$ cat src/rtl/ucore_pkg.sv
// ucore_pkg: shared definitions for the microcode sequencer.
//   - opcode values of the 3-bit op field
//   - sequencer state encoding
//   - helpers that derive instruction field widths/offsets from the
//     address, control-word and condition-count parameters
// Instruction layout, MSB to LSB: op | sel | target | ctrl
package ucore_pkg;

  localparam logic [2:0] OP_NEXT = 3'd0;
  localparam logic [2:0] OP_JUMP = 3'd1;
  localparam logic [2:0] OP_BRT  = 3'd2;
  localparam logic [2:0] OP_BRF  = 3'd3;
  localparam logic [2:0] OP_CALL = 3'd4;
  localparam logic [2:0] OP_RET  = 3'd5;
  localparam logic [2:0] OP_WAIT = 3'd6;
  localparam logic [2:0] OP_HALT = 3'd7;

  localparam int OP_W = 3;

  typedef enum logic [1:0] {
    ST_IDLE = 2'd0,
    ST_RUN  = 2'd1,
    ST_ERR  = 2'd2
  } state_t;

  // A single condition input still needs a 1-bit select field.
  function automatic int cond_sel_w(input int num_cond);
    return (num_cond > 1) ? $clog2(num_cond) : 1;
  endfunction

  function automatic int target_lsb(input int ctrl_w);
    return ctrl_w;
  endfunction

  function automatic int sel_lsb(input int addr_w, input int ctrl_w);
    return ctrl_w + addr_w;
  endfunction

  function automatic int op_lsb(input int addr_w, input int ctrl_w, input int num_cond);
    return ctrl_w + addr_w + cond_sel_w(num_cond);
  endfunction

  function automatic int instr_w(input int addr_w, input int ctrl_w, input int num_cond);
    return OP_W + cond_sel_w(num_cond) + addr_w + ctrl_w;
  endfunction

endpackage

$ cat src/rtl/ucore_call_stack.sv
// ucore_call_stack: DEPTH x WIDTH LIFO holding return addresses.
//   clk, rst      clock, asynchronous active-high reset (empties the stack)
//   clear         synchronous empty, wins over push/pop
//   push, pop     single-cycle operations; ignored when full / empty
//   push_data     value pushed
//   top_data      most recently pushed value (meaningless when empty)
//   full, empty   occupancy flags
module ucore_call_stack #(
  parameter int DEPTH = 4,
  parameter int WIDTH = 12
) (
  input  logic             clk,
  input  logic             rst,
  input  logic             clear,
  input  logic             push,
  input  logic             pop,
  input  logic [WIDTH-1:0] push_data,
  output logic [WIDTH-1:0] top_data,
  output logic             full,
  output logic             empty
);

  localparam int CNT_W = $clog2(DEPTH + 1);
  localparam int IDX_W = (DEPTH > 1) ? $clog2(DEPTH) : 1;

  logic [WIDTH-1:0] mem [DEPTH];
  logic [CNT_W-1:0] count;
  logic [IDX_W-1:0] top_idx;

  assign full    = (count == CNT_W'(DEPTH));
  assign empty   = (count == '0);
  assign top_idx = IDX_W'(count) - IDX_W'(1);
  assign top_data = mem[top_idx];

  always_ff @(posedge clk or posedge rst) begin
    if (rst) begin
      count <= '0;
    end else if (clear) begin
      count <= '0;
    end else if (push && !full) begin
      count <= count + CNT_W'(1);
    end else if (pop && !empty) begin
      count <= count - CNT_W'(1);
    end
  end

  // Entries need no reset: only slots below count are ever read.
  always_ff @(posedge clk) begin
    if (push && !full && !clear) begin
      mem[IDX_W'(count)] <= push_data;
    end
  end

endmodule

$ cat src/rtl/ucore_sequencer.sv
// ucore_sequencer: generic microprogram sequencer fed by a synchronous ROM.
//   clk, areset   clock, asynchronous active-high reset
//   start         begin execution at entry_addr (accepted in IDLE or ERR)
//   entry_addr    program entry point
//   abort         stop a running program, back to IDLE without done
//   cond          condition flags tested by BRT/BRF/WAIT
//   rom_addr      combinational ROM address = upc of the next cycle
//   rom_data      instruction fetched from the previous rom_addr
//   ctrl_out      registered control word to the datapath
//   upc           current micro-PC
//   busy          registered, high while running
//   done          one-cycle pulse when HALT executes
//   error         sticky call-stack overflow/underflow flag
module ucore_sequencer
  import ucore_pkg::*;
#(
  parameter int ADDR_W      = 12,
  parameter int CTRL_W      = 16,
  parameter int NUM_COND    = 8,
  parameter int STACK_DEPTH = 4
) (
  input  logic                                       clk,
  input  logic                                       areset,
  input  logic                                       start,
  input  logic [ADDR_W-1:0]                          entry_addr,
  input  logic                                       abort,
  input  logic [NUM_COND-1:0]                        cond,
  output logic [ADDR_W-1:0]                          rom_addr,
  input  logic [instr_w(ADDR_W, CTRL_W, NUM_COND)-1:0] rom_data,
  output logic [CTRL_W-1:0]                          ctrl_out,
  output logic [ADDR_W-1:0]                          upc,
  output logic                                       busy,
  output logic                                       done,
  output logic                                       error
);

  localparam int SEL_W   = cond_sel_w(NUM_COND);
  localparam int TGT_LSB = target_lsb(CTRL_W);
  localparam int SEL_LSB = sel_lsb(ADDR_W, CTRL_W);
  localparam int OP_LSB  = op_lsb(ADDR_W, CTRL_W, NUM_COND);

  logic [OP_W-1:0]   op;
  logic [SEL_W-1:0]  sel;
  logic [ADDR_W-1:0] target;
  logic [CTRL_W-1:0] ctrl;
  logic              cond_bit;
  logic [ADDR_W-1:0] upc_inc;

  logic [ADDR_W-1:0] next_pc;
  logic              want_push;
  logic              want_pop;
  logic              fault;
  logic              halt;

  state_t            state;
  state_t            state_d;
  logic [ADDR_W-1:0] upc_d;
  logic [CTRL_W-1:0] ctrl_d;
  logic              done_d;
  logic              error_d;

  logic              stack_clear;
  logic              stack_push;
  logic              stack_pop;
  logic [ADDR_W-1:0] stack_top;
  logic              stack_full;
  logic              stack_empty;

  assign op      = rom_data[OP_LSB +: OP_W];
  assign sel     = rom_data[SEL_LSB +: SEL_W];
  assign target  = rom_data[TGT_LSB +: ADDR_W];
  assign ctrl    = rom_data[0 +: CTRL_W];
  assign upc_inc = upc + ADDR_W'(1);

  // Selects beyond the implemented flags fall back to condition 0.
  assign cond_bit = (int'(sel) >= NUM_COND) ? cond[0] : cond[sel];

  ucore_call_stack #(
    .DEPTH (STACK_DEPTH),
    .WIDTH (ADDR_W)
  ) u_stack (
    .clk       (clk),
    .rst       (areset),
    .clear     (stack_clear),
    .push      (stack_push),
    .pop       (stack_pop),
    .push_data (upc_inc),
    .top_data  (stack_top),
    .full      (stack_full),
    .empty     (stack_empty)
  );

  // Next-address decode of the instruction at upc. A stack fault or HALT
  // leaves the PC where it is, so the ROM keeps presenting that address.
  always_comb begin
    next_pc   = upc_inc;
    want_push = 1'b0;
    want_pop  = 1'b0;
    fault     = 1'b0;
    halt      = 1'b0;
    case (op)
      OP_NEXT: next_pc = upc_inc;
      OP_JUMP: next_pc = target;
      OP_BRT:  if (cond_bit) next_pc = target;
      OP_BRF:  if (!cond_bit) next_pc = target;
      OP_CALL: begin
        if (stack_full) begin
          fault   = 1'b1;
          next_pc = upc;
        end else begin
          want_push = 1'b1;
          next_pc   = target;
        end
      end
      OP_RET: begin
        if (stack_empty) begin
          fault   = 1'b1;
          next_pc = upc;
        end else begin
          want_pop = 1'b1;
          next_pc  = stack_top;
        end
      end
      OP_WAIT: if (!cond_bit) next_pc = upc;
      OP_HALT: begin
        halt    = 1'b1;
        next_pc = upc;
      end
      default: next_pc = upc_inc;
    endcase
  end

  // Sequencer next state. Abort outranks everything the instruction would
  // do, including stack pushes/pops and fault detection.
  always_comb begin
    state_d     = state;
    upc_d       = upc;
    ctrl_d      = ctrl_out;
    done_d      = 1'b0;
    error_d     = error;
    stack_clear = 1'b0;
    stack_push  = 1'b0;
    stack_pop   = 1'b0;
    rom_addr    = entry_addr;
    case (state)
      ST_IDLE, ST_ERR: begin
        if (start) begin
          error_d     = 1'b0;
          upc_d       = entry_addr;
          stack_clear = 1'b1;
          state_d     = ST_RUN;
        end
      end
      ST_RUN: begin
        rom_addr = next_pc;
        if (abort) begin
          state_d = ST_IDLE;
          ctrl_d  = '0;
        end else if (fault) begin
          state_d = ST_ERR;
          error_d = 1'b1;
          ctrl_d  = '0;
        end else if (halt) begin
          state_d = ST_IDLE;
          done_d  = 1'b1;
          ctrl_d  = '0;
        end else begin
          ctrl_d     = ctrl;
          upc_d      = next_pc;
          stack_push = want_push;
          stack_pop  = want_pop;
        end
      end
      default: state_d = ST_IDLE;
    endcase
  end

  always_ff @(posedge clk or posedge areset) begin
    if (areset) begin
      state    <= ST_IDLE;
      upc      <= '0;
      ctrl_out <= '0;
      done     <= 1'b0;
      error    <= 1'b0;
      busy     <= 1'b0;
    end else begin
      state    <= state_d;
      upc      <= upc_d;
      ctrl_out <= ctrl_d;
      done     <= done_d;
      error    <= error_d;
      busy     <= (state_d == ST_RUN);
    end
  end

endmodule

$ cat config.mk
export PLATFORM = sky130hd
export DESIGN_NAME = ucore_sequencer
export DESIGN_NICKNAME = d
export VERILOG_FILES = /design/src/rtl/ucore_pkg.sv /design/src/rtl/ucore_call_stack.sv /design/src/rtl/ucore_sequencer.sv
export SDC_FILE = /design/constraint.sdc
export NUM_CORES = 1
export LEC_CHECK = 0
export ABC_AREA = 1
export ABC_CLOCK_PERIOD_IN_PS = 5900
export CORE_ASPECT_RATIO = 1.75
export CORE_MARGIN = 5
export CORE_UTILIZATION = 55
export CTS_CLUSTER_DIAMETER = 50
export DETAILED_ROUTE_END_ITERATION = 10
export PLACE_DENSITY = 0.86
export SYNTH_ARGS = -nofsm -noshare
export SYNTH_HDL_FRONTEND = slang
export SYNTH_SLANG_ARGS = --single-unit
export TNS_END_PERCENT = 5
$ cat constraint.sdc
create_clock -name clk -period 5.9 [get_ports clk]
set_input_delay 0.885 -clock clk [delete_from_list [all_inputs] [get_ports clk]]
set_output_delay 0.885 -clock clk [all_outputs]
set_load 0.01 [all_outputs]
==> results of run 1 <==
## logic make-up after synthesis
| family | synth area share (%) |
|---|---|
| buffers and inverters | 6.51 |
| AND/OR/NAND/NOR | 28.5 |
| AO/OA/AOI/OAI | 10.6 |
| flip-flops | 51.4 |
| adder cells (fa/ha/maj) | 1.81 |
| XOR/XNOR | 1.15 |
## cell usage after synthesis (all sizes together)
cell    instances
or2            10
nor3            3
nor3b           1
nor2           37
ha              5
nand4           1
fa              1
nand2         182
nand3          55
nand3b          3
a32o           16
o22ai           2
a211oi          1
o211ai          1
xor2            2
clkbuf          5
a31o            1
and3            1
edfxtp         48
buf            11
o21ai          16
dfrtp          36
inv            52
a31oi           1
xnor2           4
a21boi          9
a21oi          22
## power groups by stage
stage | Clock [uW] | Combinational [uW] | Sequential, uW
after floorplan | 0 | 325 | 815
after global placement | 0 | 616 | 804
after detailed placement | 0 | 636 | 808
after CTS | 559 | 643 | 798
after global routing | 582 | 706 | 809
final | 555 | 645 | 801
## routing by layer
metal,part of all wire [%],wire [microns],vias up,track usage (%)
met5,0,0,-,0
met4,4.4,560,0,15.4
met3,7.4,932,50,6.58
met2,54,6750,190,46.7
met1,35,4370,1942,26.4
li1,-,-,1946,-
## cell usage in the layout (no fill, tap or decap), types with 2 or more instances in the layout
cell and n:
sky130_fd_sc_hd__or2_2 10, sky130_fd_sc_hd__edfxtp_1 48, sky130_fd_sc_hd__nand3b_1 2, sky130_fd_sc_hd__nand3_1 50, sky130_fd_sc_hd__a21oi_2 5, sky130_fd_sc_hd__clkinvlp_4 2
sky130_fd_sc_hd__a21oi_1 17, sky130_fd_sc_hd__ha_1 5, sky130_fd_sc_hd__clkdlybuf4s50_1 100, sky130_fd_sc_hd__buf_4 2, sky130_fd_sc_hd__inv_1 44, sky130_fd_sc_hd__nand3_2 4
sky130_fd_sc_hd__clkinv_4 2, sky130_fd_sc_hd__clkbuf_1 2, sky130_fd_sc_hd__nor3_1 2, sky130_fd_sc_hd__inv_2 7, sky130_fd_sc_hd__nand2_1 177, sky130_fd_sc_hd__xor2_1 2
sky130_fd_sc_hd__a21boi_0 3, sky130_fd_sc_hd__dfrtp_1 36, sky130_fd_sc_hd__nor2_1 34, sky130_fd_sc_hd__o22ai_1 2, sky130_fd_sc_hd__clkbuf_16 9, sky130_fd_sc_hd__o21ai_0 15
sky130_fd_sc_hd__xnor2_1 4, sky130_fd_sc_hd__nand2_2 4, sky130_fd_sc_hd__nor2_4 2, sky130_fd_sc_hd__a21boi_1 6, sky130_fd_sc_hd__a32o_1 16
## area by class of cell
| class | count | area (sq um) | share of cell area [%] |
|---|---|---|---|
| Inverter | 52 | 198 | 3.36 |
| Sequential cell | 84 | 2340 | 39.8 |
| Clock buffer | 11 | 233 | 3.96 |
| Multi-Input combinational cell | 374 | 1920 | 32.6 |
| Tap cell | 92 | 115 | 1.96 |
| Timing Repair Buffer | 102 | 1020 | 17.3 |
| Clock inverter | 5 | 62.6 | 1.06 |
## per-stage QoR
stage,cells,util [%]
after floorplan,526,-
after global placement,704,68.1
after detailed placement,704,68.1
after CTS,720,71.7
after global routing,720,71.7
final,720,71.7
## how the worst max path moves through the flow
stage	end	slack, ps	cells after the start
5_1_grt	rom_addr[8]	960	14
3_3_place_gp	rom_addr[9]	1730	12
6_report	rom_addr[8]	1250	14
3_5_place_dp	rom_addr[8]	1640	14
4_1_cts	rom_addr[8]	1260	14
2_1_floorplan	rom_addr[3]	2730	13
## worst max-delay path: stages (launching register included)
cell,delay [ps]
sky130_fd_sc_hd__dfrtp_1,320
sky130_fd_sc_hd__buf_4,280
sky130_fd_sc_hd__inv_2,270
sky130_fd_sc_hd__ha_1,680
sky130_fd_sc_hd__inv_1,340
sky130_fd_sc_hd__nand3_1,190
sky130_fd_sc_hd__nand3_1,120
sky130_fd_sc_hd__nand2_1,110
sky130_fd_sc_hd__nor2_1,40
sky130_fd_sc_hd__nand2_1,60
sky130_fd_sc_hd__o21ai_0,80
sky130_fd_sc_hd__nand2_1,80
sky130_fd_sc_hd__inv_1,60
sky130_fd_sc_hd__a21boi_1,180
sky130_fd_sc_hd__clkdlybuf4s50_1,580
## flip-flops by register name, indices dropped and copies added (netlist names)
signal,flops
u_stack.mem,48
upc,12
busy,1
done,1
state,2
ctrl_out,16
error,1
u_stack.count,3
==> impl_metrics.env, run 1 <==
export IMPL_outcome="finished, final reports clean"
export IMPL_dr_total_vias=4128
export IMPL_syn_instance_count=526
export IMPL_placement_io_buffers=100
export IMPL_grt_antenna_before_repair=0
export IMPL_ys_seq_elements=84
export IMPL_synth_cell_type_count=43
export IMPL_first_global_vias=4326
export IMPL_worst_r2r_cell_count=10
export IMPL_hold_worst_slack_ps=488
export IMPL_p_comb_share_pct=32.2
export IMPL_startpoint="u_stack.count[0]$_DFFE_PP0P_"
export IMPL_top_level_ports=101
export IMPL_floorplan_die_area_sq_um=10300
export IMPL_grt_util_all_layers_pct=25.8
export IMPL_max_slew_margin_rel_pct=18.9
export IMPL_endpoint_kind="primary output"
export IMPL_overflow=0
export IMPL_switching_share_pct=33.2
export IMPL_grt_pass1_wl_mm=20.3
export IMPL_placedInstanceArea_sq_um=5590
export IMPL_synthesis_area_sq_um=4560
export IMPL_synth_fp_nets=590
export IMPL_intPower_uw=1340
export IMPL_core_region_area_sq_um=8200
export IMPL_die_w_microns=78.8
export IMPL_drt_drc_violations_left=0
export IMPL_ys_top_cells_by_area="sky130_fd_sc_hd__edfxtp_1 32%, sky130_fd_sc_hd__dfrtp_1 20%, sky130_fd_sc_hd__nand2_1 15%"
export IMPL_post_route_period_util_pct=78.8
export IMPL_wl_mm=12.6
export IMPL_area_growth_synth_to_final_pct=29.1
export IMPL_cp_data_required_time_ps=5020
export IMPL_drt_first_pass_iters=5
export IMPL_yosysWarnings=0
export IMPL_place_hpwl_mm=9.48
export IMPL_worst_clock_skew_ps=7.80
export IMPL_seq_power_share_pct=40.0
export IMPL_cts_root_buffer="sky130_fd_sc_hd__clkbuf_16"
export IMPL_die_extent_in_y_microns=130
export IMPL_critPathArrivalTime_ps=3760
export IMPL_post_route_cells_drive_above_1_share_pct=9.08
export IMPL_fraction_of_synthesized_cell_area_taken_by_the_top_area_cell_type_pct=31.6
export IMPL_setup_violations_final=0
export IMPL_clk_pin_slew_ps=60
export IMPL_min_from="error$_DFFE_PP0P_"
export IMPL_timing_rr_start="u_stack.count[0]$_DFFE_PP0P_"
export IMPL_rsz0062_at_grt="no"
export IMPL_worst_setup_path_type="flip-flop to primary output"
export IMPL_worstPathMaxFanout=28
export IMPL_fillCellCount=567
export IMPL_reg2reg_to="u_stack.mem[2][6]$_DFFE_PP_"
export IMPL_post_synth_cell_area_avg_sq_um=8.66
export IMPL_start_kind="flip-flop"
export IMPL_proportion_of_power_drawn_by_the_clock_network_pct=27.7
export IMPL_power_density_nw_per_um2=340
export IMPL_min_path_type="flip-flop to flip-flop"
export IMPL_worst_slack_ps=1250
export IMPL_initial_utilization_pct=55.5
export IMPL_latest_clock_arrival_within_the_worst_skew_pair_ps=340
export IMPL_post_drt_wl_per_cell_microns=17.5
export IMPL_whs_endpoint="error$_DFFE_PP0P_"
export IMPL_setup_tns_ps=0
export IMPL_min_path_cells=2
export IMPL_fmax_mhz=215
export IMPL_cts_resized=0
export IMPL_total_net_switching_power_uw=665
export IMPL_tightest_slew_ps=1210
export IMPL_pin_count_of_the_biggest_net_entering_global_routing=37
export IMPL_totalPowerFinal_uw=2000
export IMPL_numClockSinks=84
export IMPL_weighted_congestion_reported_at_the_end_of_routability_driven_placement=0.926
export IMPL_slew_viol_final=0
export IMPL_max_cap_violations=0
export IMPL_max_vdd_ir_drop_uv=272
export IMPL_postCtsSetupRepairBufs=0
export IMPL_final_net_count=687
export IMPL_maximum_level_of_the_cts_h_tree=3
export IMPL_post_drt_via_cell_ratio=5.73
export IMPL_clock_tree_buffer_depth=2
export IMPL_synth_yosys_seq_area_share_pct=51.4
export IMPL_n_antenna_cell=0
export IMPL_cts_made_buffers=9
export IMPL_preCtsSetupSlack_ps=1640
export IMPL_timing_final_hold_violations=0
export IMPL_fp_row_count=44
export IMPL_rrSetupSlack_ps=2590
export IMPL_tritoncts="done"
export IMPL_cts_hold_buffers=0
export IMPL_final_design_area_no_fill_sq_um=5880
export IMPL_leakagePower_uw=0.00260
export IMPL_final_min_clock_period_ps=4650
export IMPL_synthDominantAreaCellType="sky130_fd_sc_hd__edfxtp_1"
export IMPL_detail_route_iter0_violations=331
export IMPL_ant_nets=0
(Power assumes the default switching activity.)
==> run 2: changes to the inputs <==
--- a/config.mk
+++ b/config.mk
@@ -6,13 +6,13 @@
 export NUM_CORES = 1
 export LEC_CHECK = 0
 export ABC_AREA = 1
-export ABC_CLOCK_PERIOD_IN_PS = 5900
+export ABC_CLOCK_PERIOD_IN_PS = 4600
 export CORE_ASPECT_RATIO = 1.75
 export CORE_MARGIN = 5
-export CORE_UTILIZATION = 55
+export CORE_UTILIZATION = 51
 export CTS_CLUSTER_DIAMETER = 50
 export DETAILED_ROUTE_END_ITERATION = 10
-export PLACE_DENSITY = 0.86
+export PLACE_DENSITY = 0.81
 export SYNTH_ARGS = -nofsm -noshare
 export SYNTH_HDL_FRONTEND = slang
 export SYNTH_SLANG_ARGS = --single-unit
==> constraint.sdc (replaced) <==
create_clock -name clk -period 4.6 [get_ports clk]
set_input_delay 0.69 -clock clk [delete_from_list [all_inputs] [get_ports clk]]
set_output_delay 0.69 -clock clk [all_outputs]
set_load 0.01 [all_outputs]
==> run 2 against run 1 <==
Against the previous run:
- via count is 2.3% lower
- clock power is 31% higher
- critical path type is now primary input to primary output
- die area is 7.0% higher
- design area is 1.4% higher
- largest power group unchanged
==> impl_metrics.env, run 2 (synthesized netlist as in run 1, its figures left out) <==
export IMPL_outcome="finished, final reports clean"
export IMPL_placed_cells=735
export IMPL_largest_register_ffs=48
export IMPL_timing_final_hold_violations=0
export IMPL_post_drt_wl_per_cell_microns=16.6
export IMPL_hold_worst_slack_ps=485
export IMPL_overflow=0
export IMPL_grt_util_all_layers_pct=24.3
export IMPL_die_extent_in_y_microns=135
export IMPL_tritoncts="done"
export IMPL_post_route_cells_drive_above_1_share_pct=10.1
export IMPL_final_min_clock_period_ps=3860
export IMPL_tightest_slew_ps=688
export IMPL_endpoint_kind="primary output"
export IMPL_clock_tree_buffer_depth=2
export IMPL_fp_row_count=45
export IMPL_cts_root_buffer="sky130_fd_sc_hd__clkbuf_16"
export IMPL_postCtsSetupRepairBufs=0
export IMPL_clk_pin_slew_ps=60
export IMPL_worstPathMaxFanout=6
export IMPL_first_global_vias=4338
export IMPL_latest_clock_arrival_within_the_worst_skew_pair_ps=340
export IMPL_cp_data_required_time_ps=3910
export IMPL_numClockSinks=84
export IMPL_min_path_type="flip-flop to flip-flop"
export IMPL_weighted_congestion_reported_at_the_end_of_routability_driven_placement=0.921
export IMPL_wl_mm=12.5
export IMPL_initial_utilization_pct=52.2
export IMPL_maximum_level_of_the_cts_h_tree=3
export IMPL_crit_top_cell="sky130_fd_sc_hd__nand2_1"
export IMPL_cts_resized=0
export IMPL_drt_first_pass_iters=5
export IMPL_met1_usage_pct=25.3
export IMPL_fin_cells=751
export IMPL_core_region_area_sq_um=8730
export IMPL_placement_io_buffers=100
export IMPL_max_cap_violations=0
export IMPL_setup_tns_ps=0
export IMPL_timing_rr_start="state[1]$_DFF_PP0_"
export IMPL_final_net_count=693
export IMPL_fmax_mhz=259
export IMPL_critPathMaxStageDelay_ps=570
export IMPL_max_slew_margin_rel_pct=54.1
export IMPL_reg2reg_to="u_stack.count[2]$_DFFE_PP0P_"
export IMPL_grt_busiest_layer="met2"
export IMPL_use_met2_pct=43.6
export IMPL_power_density_nw_per_um2=433
export IMPL_place_hpwl_mm=9.45
export IMPL_worst_r2r_cell_count=9
export IMPL_globalRouteMet3Util_pct=5.94
export IMPL_registers_top_by_ff_count="u_stack.mem"
export IMPL_rrSetupSlack_ps=1780
export IMPL_slew_viol_final=0
export IMPL_die_w_microns=81.4
export IMPL_critPathArrivalTime_ps=3170
export IMPL_post_drt_via_cell_ratio=5.37
export IMPL_most_frequent_standard_cell_in_the_layout_excluding_fill_and_tap_cells="sky130_fd_sc_hd__nand2_1"
export IMPL_grt_pass1_wl_mm=20.2
export IMPL_worst_clock_skew_ps=6.34
export IMPL_pin_count_of_the_biggest_net_entering_global_routing=37
export IMPL_dr_total_vias=4035
export IMPL_detail_route_iter0_violations=362
export IMPL_whs_endpoint="error$_DFFE_PP0P_"
export IMPL_grt_antenna_before_repair=0
export IMPL_leakagePower_uw=0.00265
export IMPL_largestRegisters="u_stack.mem (48), ctrl_out (16), upc (12)"
export IMPL_worst_setup_path_type="primary input to primary output"
export IMPL_area_growth_synth_to_final_pct=30.9
export IMPL_min_from="error$_DFFE_PP0P_"
export IMPL_n_antenna_cell=0
export IMPL_setup_violations_final=0
export IMPL_rsz0062_at_grt="no"
export IMPL_critical_path_slowest_cell="sky130_fd_sc_hd__clkdlybuf4s50_1"
export IMPL_most_common_layout_cells="177 x sky130_fd_sc_hd__nand2_1, 100 x sky130_fd_sc_hd__clkdlybuf4s50_1, 50 x sky130_fd_sc_hd__nand3_1"
export IMPL_drt_drc_violations_left=0
export IMPL_floorplan_die_area_sq_um=11000
export IMPL_min_path_cells=2
export IMPL_crit_path_cell_trace="clkdlybuf4s50_1 > inv_1 > nor3_1 > nand3_1 > nand2_1 > nand2_1 > nand2_1 > inv_1 > a21boi_1 > clkdlybuf4s50_1"
export IMPL_cts_hold_buffers=0
export IMPL_ant_nets=0
export IMPL_post_route_period_util_pct=83.9
export IMPL_top_level_ports=101
export IMPL_max_vdd_ir_drop_uv=344
export IMPL_cts_made_buffers=9
export IMPL_start_kind="primary input"
[run 2: area by class of cell]
class | instances | area [sq um]
tap | 117 | 146
inverter | 52 | 198
fill | 682 | 2760
clock buffer | 9 | 225
sequential | 84 | 2340
multi-input combinational | 374 | 1920
clock inverter | 7 | 73.8
timing repair buffer | 108 | 1060
[run 2: power by group]
group,internal [uW],switching [uW]
Clock,424,301
Combinational,366,462
Sequential,929,97.8
Total,1720,861
[run 2: worst max path at each step]
| stage | from | end | cells past startpoint |
|---|---|---|---|
| 6_report | rom_data[32] | rom_addr[10] | 10 |
| 5_1_grt | rom_data[32] | rom_addr[10] | 10 |
| 4_1_cts | rom_data[32] | rom_addr[10] | 10 |
| 3_5_place_dp | rom_data[32] | rom_addr[10] | 10 |
| 3_3_place_gp | rom_data[32] | rom_addr[4] | 10 |
| 2_1_floorplan | u_stack.count[0]$_DFFE_PP0P_ | rom_addr[3] | 13 |
[run 2: per-layer routing]
metal / vias to the layer above / share of wire [%]
met3: 32 / 7.7
met4: 0 / 3.5
li1: 1955 / -
met5: - / 0
met1: 1880 / 36
met2: 168 / 53
[run 2: stage by stage]
stage / total power (uW) / utilization, % / setup WS [ps] / cell area [sq um]
global placement: 1830 / 64.9 / 813 / 5660
finish: 2580 / 68.3 / 740 / 5960
detailed placement: 1860 / 64.9 / 845 / 5660
global route: 2720 / 68.3 / 625 / 5960
CTS: 2590 / 68.3 / 796 / 5960
floorplan: 1460 / - / 1620 / 4560
[run 2: worst max-delay path: cells and delay by family]
family | cells | cell delay (ps)
buf+inv | 4 | 1270
compound gates | 1 | 180
simple gates | 5 | 1030
